### config.mk
export PLATFORM = sky130hd
export DESIGN_NAME = alu_issue_capture
export DESIGN_NICKNAME = d
export VERILOG_FILES = /design/src/rtl/alu_issue_capture.sv
export SDC_FILE = /design/constraint.sdc
export NUM_CORES = 1
export LEC_CHECK = 0
export ABC_AREA = 1
export ABC_CLOCK_PERIOD_IN_PS = 2430
export CORE_AREA = 2 2 232 234
export DETAILED_ROUTE_END_ITERATION = 10
export DIE_AREA = 0 0 234 236
export PLACE_DENSITY = 0.67
export REMOVE_ABC_BUFFERS = 1
export SYNTH_ARGS = -nofsm -noshare
export SYNTH_HDL_FRONTEND = slang
export SYNTH_SLANG_ARGS = --single-unit
export TNS_END_PERCENT = 30
### constraint.sdc
create_clock -name clk -period 2.43 [get_ports clk]
set_clock_uncertainty 0.2 [all_clocks]
set_input_delay 0.3645 -clock clk [delete_from_list [all_inputs] [get_ports clk]]
set_output_delay 0.3645 -clock clk [all_outputs]
set_load 0.01 [all_outputs]
### src/rtl/alu_issue_capture.sv
// Registers operation packets onto the combinational ALU inputs, holds them for
// SETTLE cycles, then captures the ALU outputs into a 2-entry response buffer.
module alu_issue_capture #(
    parameter int XLEN   = 64,
    parameter int SETTLE = 1
) (
    input  logic            clk,
    input  logic            reset_n,
    input  logic            ReqValid,
    output logic            ReqReady,
    input  logic [XLEN-1:0] ReqA,
    input  logic [XLEN-1:0] ReqB,
    input  logic [34:0]     ReqCtl,
    input  logic [3:0]      ReqTag,
    output logic [XLEN-1:0] A,
    output logic [XLEN-1:0] B,
    output logic            W64,
    output logic            UW64,
    output logic            SubArith,
    output logic [2:0]      ALUSelect,
    output logic [3:0]      BSelect,
    output logic [3:0]      ZBBSelect,
    output logic [2:0]      Funct3,
    output logic [6:0]      Funct7,
    output logic [4:0]      Rs2E,
    output logic [2:0]      BALUControl,
    output logic            BMUActive,
    output logic [1:0]      CZero,
    input  logic [XLEN-1:0] ALUResult,
    input  logic [XLEN-1:0] Sum,
    output logic            RspValid,
    input  logic            RspReady,
    output logic [XLEN-1:0] RspResult,
    output logic [XLEN-1:0] RspSum,
    output logic [3:0]      RspTag
);

    typedef enum logic {ST_IDLE, ST_SETTLE} state_t;

    state_t          state;
    logic [3:0]      cnt;
    logic [34:0]     ctl_q;
    logic [3:0]      tag_q;

    logic [XLEN-1:0] res_q [2];
    logic [XLEN-1:0] sum_q [2];
    logic [3:0]      btag_q [2];
    logic            rd_ptr, wr_ptr;
    logic [1:0]      count;

    logic            acc, push, pop;

    assign ReqReady = (state == ST_IDLE) && (count < 2'd2);
    assign acc      = ReqValid && ReqReady;
    assign push     = (state == ST_SETTLE) && (cnt == 4'd1);
    assign pop      = RspValid && RspReady;

    assign {W64, UW64, SubArith, ALUSelect, BSelect, ZBBSelect, Funct3, Funct7,
            Rs2E, BALUControl, BMUActive, CZero} = ctl_q;

    // Operands and controls stay put after capture so the ALU inputs only toggle on accept.
    always_ff @(posedge clk or negedge reset_n) begin
        if (!reset_n) begin
            state <= ST_IDLE;
            cnt   <= '0;
            A     <= '0;
            B     <= '0;
            ctl_q <= '0;
            tag_q <= '0;
        end else begin
            case (state)
                ST_IDLE: if (acc) begin
                    A     <= ReqA;
                    B     <= ReqB;
                    ctl_q <= ReqCtl;
                    tag_q <= ReqTag;
                    cnt   <= 4'(SETTLE);
                    state <= ST_SETTLE;
                end
                ST_SETTLE: begin
                    cnt <= cnt - 4'd1;
                    if (push) state <= ST_IDLE;
                end
                default: state <= ST_IDLE;
            endcase
        end
    end

    always_ff @(posedge clk or negedge reset_n) begin
        if (!reset_n) begin
            rd_ptr <= 1'b0;
            wr_ptr <= 1'b0;
            count  <= '0;
            for (int i = 0; i < 2; i++) begin
                res_q[i]  <= '0;
                sum_q[i]  <= '0;
                btag_q[i] <= '0;
            end
        end else begin
            if (push) begin
                res_q[wr_ptr]  <= ALUResult;
                sum_q[wr_ptr]  <= Sum;
                btag_q[wr_ptr] <= tag_q;
                wr_ptr         <= ~wr_ptr;
            end
            if (pop) rd_ptr <= ~rd_ptr;
            case ({push, pop})
                2'b10:   count <= count + 2'd1;
                2'b01:   count <= count - 2'd1;
                default: count <= count;
            endcase
        end
    end

    assign RspValid  = (count != 2'd0);
    assign RspResult = res_q[rd_ptr];
    assign RspSum    = sum_q[rd_ptr];
    assign RspTag    = btag_q[rd_ptr];

endmodule

; ---- After elaboration in Yosys (flattened, before gate mapping)
; Cells that the tools add are included.
[totals]
reg_bits = 440
wordCells = 61
[op_classes]
add_sub_neg = 3
magnitude_cmp = 4
n_eq_ne = 4
n_mux = 22
n_bitwise = 5
n_reduce_logical = 8
[op_table]
columns = op, n
row1 = $mux W64, 7
row2 = $bwmux W128, 2
row3 = $demux W64 S1, 1
row4 = $mux W4, 5
row5 = $bwmux W8, 1
row6 = $pmux W4 S2, 1
row7 = $logic_and A1 B1 Y1, 5
row8 = $demux W4 S1, 1
row9 = $eq A4 B1 Y1 const B, 1
row10 = $ge A2 B2 Y1 const B, 2
row11 = $not A1 Y2, 2
row12 = $pmux W2 S2, 1
row13 = $reduce_bool A2 Y1, 2
row14 = $sub A4 B1 Y4 const B, 1
row15 = $not A1 Y1, 3
row16 = $add A2 B1 Y2 const B, 1
row17 = $eq A2 B1 Y1 const B, 1
row18 = $eq A2 B2 Y1 const B, 1
row19 = $lt A2 B1 Y1 const B, 1
row20 = $lt A2 B2 Y1 const B, 1
row21 = $mux W1, 2
row22 = $ne A2 B2 Y1 const B, 1
row23 = $pmux W1 S2, 1
row24 = $reduce_and A2 Y1, 1
row25 = $sub A2 B1 Y2 const B, 1

; ---- Logic depth before layout (Yosys ltp)
[depth]
word_depth = 6
mapped_depth = 11

; ---- Worst setup path after synthesis
; Ideal clock, no wire load.
[synth_path]
kind = reg-to-reg
from = register cnt[1]
to = register count[1]
setup_time_ns = 0.117
arrival_ns = 1.725
path_slack_ns = 0.388
stages_incl_launch_ff = 11
path_buffers = 1
period_less_slack_ns = 2.042
cell_sequence = dfrtp_1 inv_1 ha_1 nand2_1 nor2_2 buf_2 nand2_1 ha_1 or2_2 nand4_1 nand2_1
[synth_between]
elab_chain_cells = 4
word_cells_on_any_way = 6
cone_classes = eq/ne: 3 / mux: 1 / reduce/logical: 2
[synth_rtl]
columns = element, line
row1 = start: declaration, 41  ; logic [3:0] cnt;
row2 = start signal: assignment, 77  ; cnt <= 4'(SETTLE);
row3 = start signal: assignment, 81  ; cnt <= cnt - 4'd1;
row4 = $eq A4 B1 Y1 *, 55  ; assign push = (state == ST_SETTLE) && (cnt == 4'd1);
row5 = $logic_and A1 B1 Y1 *, 55
row6 = $eq A2 B1 Y1 / $eq A2 B2 Y1 (equally long branches), 107  ; case ({push, pop})
row7 = $pmux W2 S2 / $reduce_bool A2 Y1 (equally long branches), n/a
row8 = end signal: assignment, 108  ; 2'b10: count <= count + 2'd1;
row9 = end signal: assignment, 109  ; 2'b01: count <= count - 2'd1;
row10 = end signal: assignment, 110  ; default: count <= count;
row11 = end: declaration, 49  ; logic [1:0] count;
; Every way passes the cells marked *; elsewhere a longest branch is shown, timed or not.
; A chain may end at the register's enable or synchronous reset.

; ---- Final worst setup path
[layout_path]
from = register rd_ptr
to = output RspSum[6]
[layout_between]
elab_chain_cells = 4
[layout_rtl]
columns = element, line
row1 = start: declaration, 48  ; logic rd_ptr, wr_ptr;
row2 = start signal: assignment, 106  ; if (pop) rd_ptr <= ~rd_ptr;
row3 = $not A1 Y2 (implied by the code), 117  ; assign RspSum = sum_q[rd_ptr];
row4 = $mux W64 (implied by the code) (3 in a row), 117
row5 = end: declaration, 34  ; output logic [XLEN-1:0] RspSum,
; No other way between the ends. The select of a mux whose other input is x is not followed.

==> results.md <==
* Via density at 5.272
* #FFs+latches synth at 440
* Layout fillers at around 4,900
* Max-slew headroom at 0.3923
* Failing checks: setup timing
* Worst setup EP type: primary output
* Synth-to-Final Area Change at 44.72%
* Avg Cell Area, Syn at ~8.1 um2
* H-tree levels at 2
* R2r startpoint: cnt[1]
* Max frequency at roughly 400 MHz
* IO Count at about 600
* Final setup fails at 29
* First-pass GRT wire length at between 100,000 and 150,000 um
* Cell accounting for the most synthesized area: dfrtp_1
* Fin crit period at roughly 2.5 ns
* CP dominant cell by count: buf_6
* CTS clk-pin slew, worst paths at approximately 0.060 ns
* Number of global-route vias before repair at 19,270
* Routed length per instance at slightly above 20 um
* Largest net degree at the start of global routing at 135
* WP data arrival at about 1.9 ns
* Synth area leaders: dfrtp_1 (57%), nand2_1 (25%), nand4_1 (8.6%), nand3_1 (4.4%), buf_2 (2.2%)
* Yosys top cell area share at 0.5687
* Placer congestion estimate at between 0.8 and 0.9
* Tot GR Track Use at 0.2642
* Grt total ovfl at 0
* PnR worst setup slack at -0.05312 ns
* Tcrit/Tclk final at 1.022
* Cell total after placement at approximately 3,500
* Starting Density at 0.3648
* Worst setup path start: rd_ptr
* Width of the die at about 230 um
* Critical Path Fanout Max at 6
* Worst setup SP type: flip-flop
* WP data required at 1.87 ns
* Yosys cell types at 21
* Final hold slack at around 0.12 ns
* Fraction of layout cells with a size suffix above 1 at 0.1169
* Pwr per Cell Area at around 1500 nW/um2
* Antenna-violating nets left at 0
* Drt initial violations at between 1,500 and 2,000
* CTS Buffer Depth at 3
* Skew-Pair Late Insertion Delay at just under 0.6 ns
* DRC viols at 0
* Status: complete, but fails checks
* Vias post-DR at just under 20,000
* CTS tree: built
* Mapped Area at a little under 20,000 um2
* Hold Vio Cnt, Final at 0
* Row count at 85
* Number of port buffers at 595
* Nets at 3,217
* Crit Path Class: reg -> out
* Leak at around 14 nW
* Slowest cell delay on critical path at around 0.52 ns
* CTS root buffer: clkbuf_16
* Peak supply drop at about 0.00090 V
* Sequential fraction of the synthesis area at 0.5687
* Max cap viols at 0
* CTS Buf Count at 50
* Area of the core at 53,070 um2
* CP top delay family: buffers and inverters
* RSZ-0062 raised after global routing: yes
* Hold Crit Class: in -> async
* Clk sink count at 440
* Non-Filler Instances at around 3,700
* Final wirelength at 74,470 um
* Cells after Synth at approximately 2,400
* CP max-delay cell: dfrtp_4
* CP cell instances: buf_12, buf_6, buf_16, buf_6, nand2_2, nand2_1, buf_2
* Initial antenna violation count at 17
* Die height at about 240 um
* Slew Limit Fails at 0
* DIE AREA at approximately 55,000 um2
* Syn. warnings at 0
* Worst-Margin Slew at between 0.9 and 1 ns
* Dpl hpwl at 47,530 um
* Worst Path Buf+Inv at 5
* Drt first pass iters at 6
[worst reg2reg max path, stage by stage, from the launching register on]
cell and delay (ns):
dfrtp_1 0.39, inv_1 0.08, ha_1 0.28, nand2_1 0.13
nor2_4 0.23, buf_16 0.44, nand4_1 0.30, nand2_1 0.10
[stage by stage]
stage                     power [W]  setup WS, ns  area (um2)    util  TNS [ns]
after CTS                   0.04096       -0.1963       27840  0.5246    -4.498
after global routing        0.04400       -0.1337       28010  0.5277    -5.637
after floorplan             0.02141        -10.53       18480       -  -3531.21
after global placement      0.03273        0.1675       26060  0.4910         0
final                       0.04126      -0.05312       28020  0.5280   -0.5967
after detailed placement    0.03320        0.1591       26060  0.4910         0
[cell type report]
cell class,count,area (um2),share of cell area
Antenna cell,13,32.53,0.001161
Clock buffer,77,1567,0.05591
Clock inverter,10,108.9,0.003885
Inverter,10,66.31,0.002367
Multi-Input combinational cell,1728,7584,0.2707
Sequential cell,440,11020,0.3934
Tap cell,696,870.8,0.03108
Timing Repair Buffer,684,6756,0.2411
Timing Repair inverter,1,11.26,0.0004019
[where the power goes]
| group | internal (W) | switching, W | leakage, nW | total [W] |
|---|---|---|---|---|
| Sequential | 0.0110 | 0.00228 | 5.35 | 0.0133 |
| Clock | 0.00461 | 0.00307 | 0.824 | 0.00768 |
| Combinational | 0.00848 | 0.0118 | 7.92 | 0.0203 |
| Total | 0.0241 | 0.0172 | 14.1 | 0.0413 |
[cells in the final DEF (no fill, tap or decap), types with 15 or more instances in the layout]
master / n
nand2_1: 1239
clkdlybuf4s50_1: 459
dfrtp_1: 437
nand4_1: 265
nand3_1: 170
buf_2: 96
clkbuf_16: 55
buf_4: 33
buf_6: 32
nand2_2: 28
buf_12: 24
clkbuf_8: 15
[registers in the layout, summed over array words and instances (netlist names), 2 cells and up]
name and flops:
B 64, sum_q 128, tag_q 4, count 2
btag_q 8, cnt 4, A 64, ctl_q 35
res_q 128
[routing by layer]
layer / vias to the layer above / GRT usage / share of wire
met5: - / 0 / 0.00091
met4: 10 / 0.08707 / 0.029
met3: 135 / 0.08873 / 0.098
met2: 783 / 0.4399 / 0.49
met1: 9526 / 0.3199 / 0.38
li1: 8836 / - / -
[cells by family after synthesis]
family          Yosys count  share of synthesized area
simple gates           1717                     0.3796
fa+ha+maj                 3                   0.001939
buf+inv                 210                    0.04731
compound gates            6                   0.001551
xor+xnor                  2                  0.0009050
flops                   440                     0.5687
[synthesized netlist by cell type, drive strengths merged]
cell type and n:
o21ai 4, nand4 267, nand3 170, inv 10, ha 3, xnor2 1
nor2 4, xor2 1, nand2 1274, dfrtp 440, a21oi 2, buf 114
or2 2, clkbuf 86
[path summary, 6_finish.rpt]
check	endpoint	slack (ns)	cells past startpoint
worst max-delay path	RspSum[6]	-0.05	7
worst min-delay path	sum_q[79]	0.12	2
worst max register to register	res_q[0]	0.20	7
worst min register to register	B[25]	0.27	2
max in group asynchronous	ctl_q[18]	1.09	3
min in group clk	A[57]	0.13	3
[timing repair]
action / in CTS / in global routing
setup buffers: 21 / 3
endpoints found under the hold margin: 351 / 0
gates cloned: 7 / 2
setup endpoints to repair: 134 / 100
hold buffers: 2 / 0
gates resized for setup: 554 / 83
pin swaps: 5 / 9
Power figures use the tool's default switching activity.
